`src/rtl/cnn_pkg.sv`:
```
// Shared types and helpers for the CNN element-wise stages.
package cnn_pkg;

    localparam int ELEM_W = 32;

    typedef logic signed [ELEM_W-1:0] elem_t;

    typedef enum logic [1:0] {
        IDLE  = 2'd0,
        RUN   = 2'd1,
        DRAIN = 2'd2,
        DONE  = 2'd3
    } relu_sched_state_e;

    // Width of an index able to address n items (never below 1 bit).
    function automatic int idx_w(input int n);
        return (n <= 1) ? 1 : $clog2(n);
    endfunction

endpackage

```
`src/rtl/rr_arbiter.sv`:
```
// Combinational round-robin pick: first set req bit at or after ptr, wrapping.
module rr_arbiter
    import cnn_pkg::*;
#(
    parameter  int NUM_REQ = 4,
    localparam int PW      = idx_w(NUM_REQ)
) (
    input  logic [NUM_REQ-1:0] req,
    input  logic [PW-1:0]      ptr,
    output logic [NUM_REQ-1:0] winner
);

    // Scan from ptr upward, wrapping, and keep only the first hit.
    always_comb begin
        int          pos;
        logic        found;
        logic [PW-1:0] j;
        winner = '0;
        found  = 1'b0;
        pos    = 0;
        j      = '0;
        for (int i = 0; i < NUM_REQ; i++) begin
            pos = int'(ptr) + i;
            if (pos >= NUM_REQ) pos = pos - NUM_REQ;
            j = PW'(pos);
            if (!found && req[j]) begin
                winner[j] = 1'b1;
                found     = 1'b1;
            end
        end
    end

endmodule

```
`src/rtl/relu_scheduler.sv`:
```
// Time-shares one ReLU lane between NUM_REQ map producers, one whole map per grant.
module relu_scheduler
    import cnn_pkg::*;
#(
    parameter  int MAP_WIDTH = 8,
    parameter  int NUM_REQ   = 4,
    parameter  int DATA_W    = 32,
    localparam int N         = MAP_WIDTH * MAP_WIDTH,
    localparam int IW        = idx_w(N),
    localparam int PW        = idx_w(NUM_REQ)
) (
    input  logic                     clk,
    input  logic                     rst_n,
    input  logic [NUM_REQ-1:0]       req,
    output logic [NUM_REQ-1:0]       grant,
    output logic                     rd_en,
    output logic [IW-1:0]            rd_idx,
    input  logic signed [DATA_W-1:0] rd_data,
    output logic                     wr_en,
    output logic [IW-1:0]            wr_idx,
    output logic signed [DATA_W-1:0] wr_data,
    output logic [NUM_REQ-1:0]       done,
    output logic                     busy
);

    relu_sched_state_e state, state_nxt;

    logic [NUM_REQ-1:0] winner;
    logic [PW-1:0]      ptr;
    logic [PW-1:0]      grant_idx;
    logic [PW-1:0]      ptr_nxt;
    logic               any_req;
    logic               last_rd;
    logic               rd_pos;

    rr_arbiter #(.NUM_REQ(NUM_REQ)) u_arb (
        .req    (req),
        .ptr    (ptr),
        .winner (winner)
    );

    assign any_req = |req;
    assign last_rd = (state == RUN) && (rd_idx == IW'(N - 1));

    // Binary index of the held grant, used to advance the rr pointer past it.
    always_comb begin
        grant_idx = '0;
        for (int i = 0; i < NUM_REQ; i++)
            if (grant[i]) grant_idx = PW'(i);
    end

    assign ptr_nxt = (grant_idx == PW'(NUM_REQ - 1)) ? '0 : grant_idx + PW'(1);

    // State register.
    always_ff @(posedge clk or negedge rst_n) begin
        if (!rst_n) state <= IDLE;
        else        state <= state_nxt;
    end

    // Next-state: one map job is RUN (N reads), DRAIN (last write), DONE (pulse).
    always_comb begin
        state_nxt = state;
        case (state)
            IDLE:    if (any_req) state_nxt = RUN;
            RUN:     if (last_rd) state_nxt = DRAIN;
            DRAIN:   state_nxt = DONE;
            DONE:    state_nxt = IDLE;
            default: state_nxt = IDLE;
        endcase
    end

    // Grant, read walker, write pipeline and rr pointer.
    always_ff @(posedge clk or negedge rst_n) begin
        if (!rst_n) begin
            grant  <= '0;
            rd_en  <= 1'b0;
            rd_idx <= '0;
            wr_en  <= 1'b0;
            wr_idx <= '0;
            ptr    <= '0;
        end else begin
            // Source data lands one cycle after the read, so the write trails by one.
            wr_en <= rd_en;
            if (rd_en) wr_idx <= rd_idx;
            case (state)
                IDLE: if (any_req) begin
                    grant  <= winner;
                    rd_en  <= 1'b1;
                    rd_idx <= '0;
                end
                RUN: begin
                    // Hold at N-1 on the last read rather than wrapping.
                    if (last_rd) rd_en  <= 1'b0;
                    else         rd_idx <= rd_idx + IW'(1);
                end
                DRAIN: ptr   <= ptr_nxt;
                DONE:  grant <= '0;
                default: ;
            endcase
        end
    end

    // ReLU on the arriving element; output forced to zero when not writing.
    assign rd_pos  = !rd_data[DATA_W-1] && (|rd_data);
    assign wr_data = (wr_en && rd_pos) ? rd_data : '0;

    assign done = (state == DONE) ? grant : '0;
    assign busy = (state != IDLE);

endmodule
```
`config.mk`:
```
export PLATFORM = sky130hd
export DESIGN_NAME = relu_scheduler
export DESIGN_NICKNAME = d
export VERILOG_FILES = /design/src/rtl/cnn_pkg.sv /design/src/rtl/rr_arbiter.sv /design/src/rtl/relu_scheduler.sv
export SDC_FILE = /design/constraint.sdc
export NUM_CORES = 1
export LEC_CHECK = 0
export ABC_AREA = 0
export BUFFER_PORTS_ARGS = -buffer_cell sky130_fd_sc_hd__clkbuf_2
export CORE_MARGIN = 2
export CORE_UTILIZATION = 43
export CTS_BUF_LIST = sky130_fd_sc_hd__clkbuf_8 sky130_fd_sc_hd__clkbuf_16
export CTS_CLUSTER_DIAMETER = 40
export DETAILED_ROUTE_END_ITERATION = 16
export PLACE_DENSITY = 0.75
export SLEW_MARGIN = 20
export SYNTH_ARGS = -nofsm -noshare
export SYNTH_HDL_FRONTEND = slang
export SYNTH_HIERARCHICAL = 1
export SYNTH_SLANG_ARGS = --single-unit
```
`constraint.sdc`:
```
create_clock -name clk -period 3 [get_ports clk]
set_input_delay 0.6 -clock clk [delete_from_list [all_inputs] [get_ports clk]]
set_output_delay 0.6 -clock clk [all_outputs]
set_load 0.05 [all_outputs]
```
# Word-level counts from Yosys, hierarchy flattened
# Index checks and enable logic that the tools add are counted.
# totals
romBits	0
input_bits	38
ramBits	0
memories	0
out_inout_bits	55
reg_bits	22
latch_bits	0
# classes
order_cmp	12
reduce_logical	24
n_shift	0
mul	0
bitwise_logic	3
div_mod_pow	0
n_addsub	9
n_eq_ne	8
n_mux	44
# ops
cell	count
2-to-1 mux 32 bit	1
OR reduction 32 bit	1
2-to-1 mux 4 bit	6
2-to-1 mux 2 bit	9
2-to-1 mux 1 bit	14
less-than comparator 2 x 3 -> 1 bit (second input constant)	4
2-to-1 mux 6 bit	2
OR 4 bit	3
case mux 6 bit (2 select lines)	1
logical AND 1 bit	10
greater-or-equal comparator 3 bit (second input constant)	3
binary-select mux 1 bit (select 2 bit)	4
demux 1 bit (select 2 bit)	4
greater-or-equal comparator 2 x 1 -> 1 bit (second input constant)	4
case mux 2 bit (4 select lines)	1
case mux 4 bit (2 select lines)	1
subtractor 2 x 1 -> 2 bit (second input constant)	4
adder 2 x 2 -> 3 bit (second input constant)	2
adder 6 x 1 -> 6 bit (second input constant)	1
== test 2 bit (second input constant)	3
== test 6 bit (second input constant)	1
!= test 2 bit (second input constant)	3
AND reduction 3 bit	2
nonzero test 2 bit	3
9 further kinds	13

# Logic depth before layout (Yosys ltp)
# depth
depth_word	16
ltp_mapped	9

# Hierarchy
# Netlist, hierarchy kept.
# modules_own_cells
module	instances	cells_each	area_per_inst_um2	seq_area_each_um2
relu_scheduler	1	161	1467.7	550.5
rr_arbiter	1	30	302.8	0.0

# Worst setup path after synthesis
# OpenSTA, ideal clock, no wires.
# synth_path
kind	input to output
start	input rd_data[25]
end	output wr_data[10]
setup_slack_ps	708
path_stages	5
arrival_ps	1692
cell_sequence	nor4_1 nand4_1 o211a_1 clkbuf_1 and2_1
# synth_between
elab_chain_cells	4
# synth_rtl
item	line_no	rtl
start, declared	relu_scheduler.sv:18	input logic signed [DATA_W-1:0] rd_data,
OR reduction 32 bit	relu_scheduler.sv:104	assign rd_pos = !rd_data[DATA_W-1] && (|rd_data);
logical AND 1 bit	relu_scheduler.sv:104	
logical AND 1 bit	relu_scheduler.sv:105	assign wr_data = (wr_en && rd_pos) ? rd_data : '0;
2-to-1 mux 32 bit	relu_scheduler.sv:105	
end, declared	relu_scheduler.sv:21	output logic signed [DATA_W-1:0] wr_data,
# Every way passes these cells.

# Final worst setup path
# layout_path
start	input rd_data[25]
end	output wr_data[23]
# The elaborated chain is that of the path after synthesis.

==> results.cfg <==
[final_layout]
antenna_cells = 0
drive_above_1_share_pct = 40.07
nets = 328
design_area_um2 = 2291
syn_to_final_growth_pct = 29.40

[timing]
worst_clock_skew_ns = 0.001877
relSlewSlack_pct = 61.75
fin_tns_setup_ns = 0
final-setup-viol-count = 0
post-route-min-period_ns = 2.766
tightest_slew_ns = 0.5737
min_period_over_period_pct = 92.21
rsz0062_at_grt = no
hold_violations = 0
max_freq_mhz = 361.5
drv_slew = 0

[floorplanning]
rows = 23
die_h_um = 68.17
initial_core_util_pct = 44.58
ios = 93
core-area_um2 = 3971
die-width_um = 68.17
die_area_um2 = 4646

[synth]
synthesis.area_um2 = 1770
ys_seq_area_share_pct = 31.10
ys_ff_latch = 22
syn-num-nets = 241
ys_async_sr_fraction_pct = 100.0
synth_top_cell_by_area = dfrtp_1
yosysTopAreaCellShare_pct = 31.10
synth.distinct_cells = 41
ys.flop_type = dfrtp_1
synth_edf_count = 0
synth_area_leaders = dfrtp_1 (31%), and2_1 (12%), ha_1 (8.5%)
post_synth.cell_area_avg_um2 = 9.269
syn_inst = 191
yosys_warnings = 6

[global_routing]
grt_max_degree = 32
grt_pass1_wl_um = 6299
grt-ovfl-total = 0
antenna_found_initial = 0
grt_pass1_vias = 1465
grtUsageTotal_pct = 17.84

[worst_setup_path]
crit_type = primary input to primary output
start_kind = primary input
cp_max_fo = 31
slowest_delay_ns = 0.48
end_kind = primary output
cp_common_cell = clkbuf_2
worstPathRequired_ns = 2.40
crit_family = simple AND/OR/NAND/NOR gates
cp_cell_sequence = clkbuf_2, nor4_1, nand4_1, o211a_1, and2_1, clkbuf_2
worst-path-buf-inv = 2
slowest_stage = o211a_1
arrival_ns = 2.17

[clock_tree]
clock_sinks = 22
cts.path.max_buffers = 2
post_cts_buffers = 0
htree_levels = 1
cts.clk_slew.worst_paths_ns = 0.08
cts_buffers = 3
hold_buffers = 0
root_buffer = clkbuf_8
cts_tree = yes
clk_latency_ns = 0.27
cts_resized = 0

[drt]
first_pass_iters = 4
drtIter0Drc = 54
routed_wl_um = 4395
via_per_inst = 5.303
drc_errors = 0
avgRoutedWirePerCell_um = 13.44
vias = 1734
ant_nets = 0

[place]
portBuffers = 91
dpl.hpwl_um = 3442
place.gp.congestion = 0.7955
place_area_um2 = 2236

[pwr]
leakage_nw = 1.167
powerDensity_nw_per_um2 = 249.1
ir_drop_mv = 0.2104

[status]
status = completed

[min_path]
hp-class = primary input to asynchronous set/reset pin

[run]
maxCapViolations = 0
[sequential cells by signal, indices dropped and copies added, names as in the netlist]
name and count:
state 2, rd_idx 6, rd_en 1, ptr 2, grant 4, wr_idx 6
wr_en 1
[cell usage after synthesis (all sizes together), types with 2 or more instances]
| cell type | instances |
|---|---|
| nor2 | 7 |
| o21ai | 10 |
| ha | 12 |
| o211ai | 2 |
| and2 | 36 |
| inv | 8 |
| nor4 | 10 |
| a221o | 4 |
| mux2 | 9 |
| nand4 | 4 |
| a211oi | 2 |
| nand2 | 20 |
| buf | 3 |
| a2bb2oi | 4 |
| dfrtp | 22 |
| mux4 | 4 |
| clkbuf | 6 |
| nand3 | 2 |
| nor3 | 2 |
| a21oi | 10 |
[where the power goes]
| group | total (mW) | switching (mW) | internal, mW |
|---|---|---|---|
| logic | 0.0585 | 0.0317 | 0.0269 |
| clock network | 0.216 | 0.0986 | 0.117 |
| registers | 0.296 | 0 | 0.296 |
| total | 0.571 | 0.130 | 0.440 |
[cell usage in the layout, fill, tap and decap left out, drive strengths merged, types with 2 or more instances in the layout]
master	synthesis	final
o211ai	2	2
a211oi	2	2
inv	8	8
nand3	2	2
nor3	2	2
nand2	20	20
mux4	4	4
nand4	4	4
clkbuf	6	95
a2bb2oi	4	4
a21oi	10	10
nor4	10	10
o21ai	10	10
nor2	7	7
a221o	4	4
mux2	9	9
and2	36	36
ha	12	12
dfrtp	22	22
[final cells by class]
type / count / area, um^2
flip-flops and latches: 22 / 550.5
inverters: 8 / 30.03
fillers: 382 / 1680
clock buffers: 4 / 55.05
repair buffers: 91 / 455.4
multi-input cells: 152 / 1137
well taps: 50 / 62.56
[worst reg2reg max path: cells and delay by family (launching register included)]
| kind | cells | cell delay, ns |
|---|---|---|
| flip-flops | 1 | 0.60 |
| AO/OA/AOI/OAI | 3 | 0.50 |
| AND/OR/NAND/NOR | 2 | 0.42 |
| multiplexers | 1 | 0.39 |
| adder cells (fa/ha/maj) | 1 | 0.33 |
| buffers and inverters | 1 | 0.13 |
[cells by family after synthesis]
| logic type | after synthesis | share of synthesized area, % |
|---|---|---|
| AND/OR/NAND/NOR | 89 | 29.97 |
| AO/OA/AOI/OAI | 36 | 13.99 |
| flip-flops | 22 | 31.10 |
| buffers and inverters | 17 | 4.664 |
| multiplexers | 14 | 11.59 |
| adder cells (fa/ha/maj) | 12 | 8.480 |
| other | 1 | 0.2118 |
[final timing paths]
path	endpoint	cells after the start	startpoint	slack, ns
worst max-delay path	wr_data[23]	6	rd_data[25]	0.23
max in group asynchronous	grant[0]	1	rst_n	2.34
worst min-delay path	wr_idx[2]	1	rst_n	0.30
worst min register to register	wr_idx[3]	1	wr_idx[3]	0.51
worst max register to register	grant[1]	8	ptr[0]	0.55
min in group clk	wr_idx[3]	1	wr_idx[3]	0.51
[routing by layer]
layer	vias to the layer above	global-route usage [%]	routed length (um)
li1	862	-	-
met1	792	20.33	1838
met2	73	33.13	2137
met3	7	3.618	350
met4	0	5.500	68
met5	-	0	0
[per-stage QoR]
| step | setup WS (ns) | std cells | util (%) | power [mW] | hold WS [ns] |
|---|---|---|---|---|---|
| global route | 0.09798 | 327 | 57.69 | 0.5897 | 0.3508 |
| detailed placement | 0.2225 | 323 | 56.30 | 0.3609 | 0.4960 |
| finish | 0.2338 | 327 | 57.69 | 0.5706 | 0.3023 |
| floorplan | 0.7076 | 191 | - | 0.3221 | 0.3044 |
| global placement | 0.2557 | 323 | 56.30 | 0.3609 | 0.4880 |
| CTS | 0.2153 | 327 | 57.69 | 0.5753 | 0.3243 |
(Power assumes the default switching activity.)
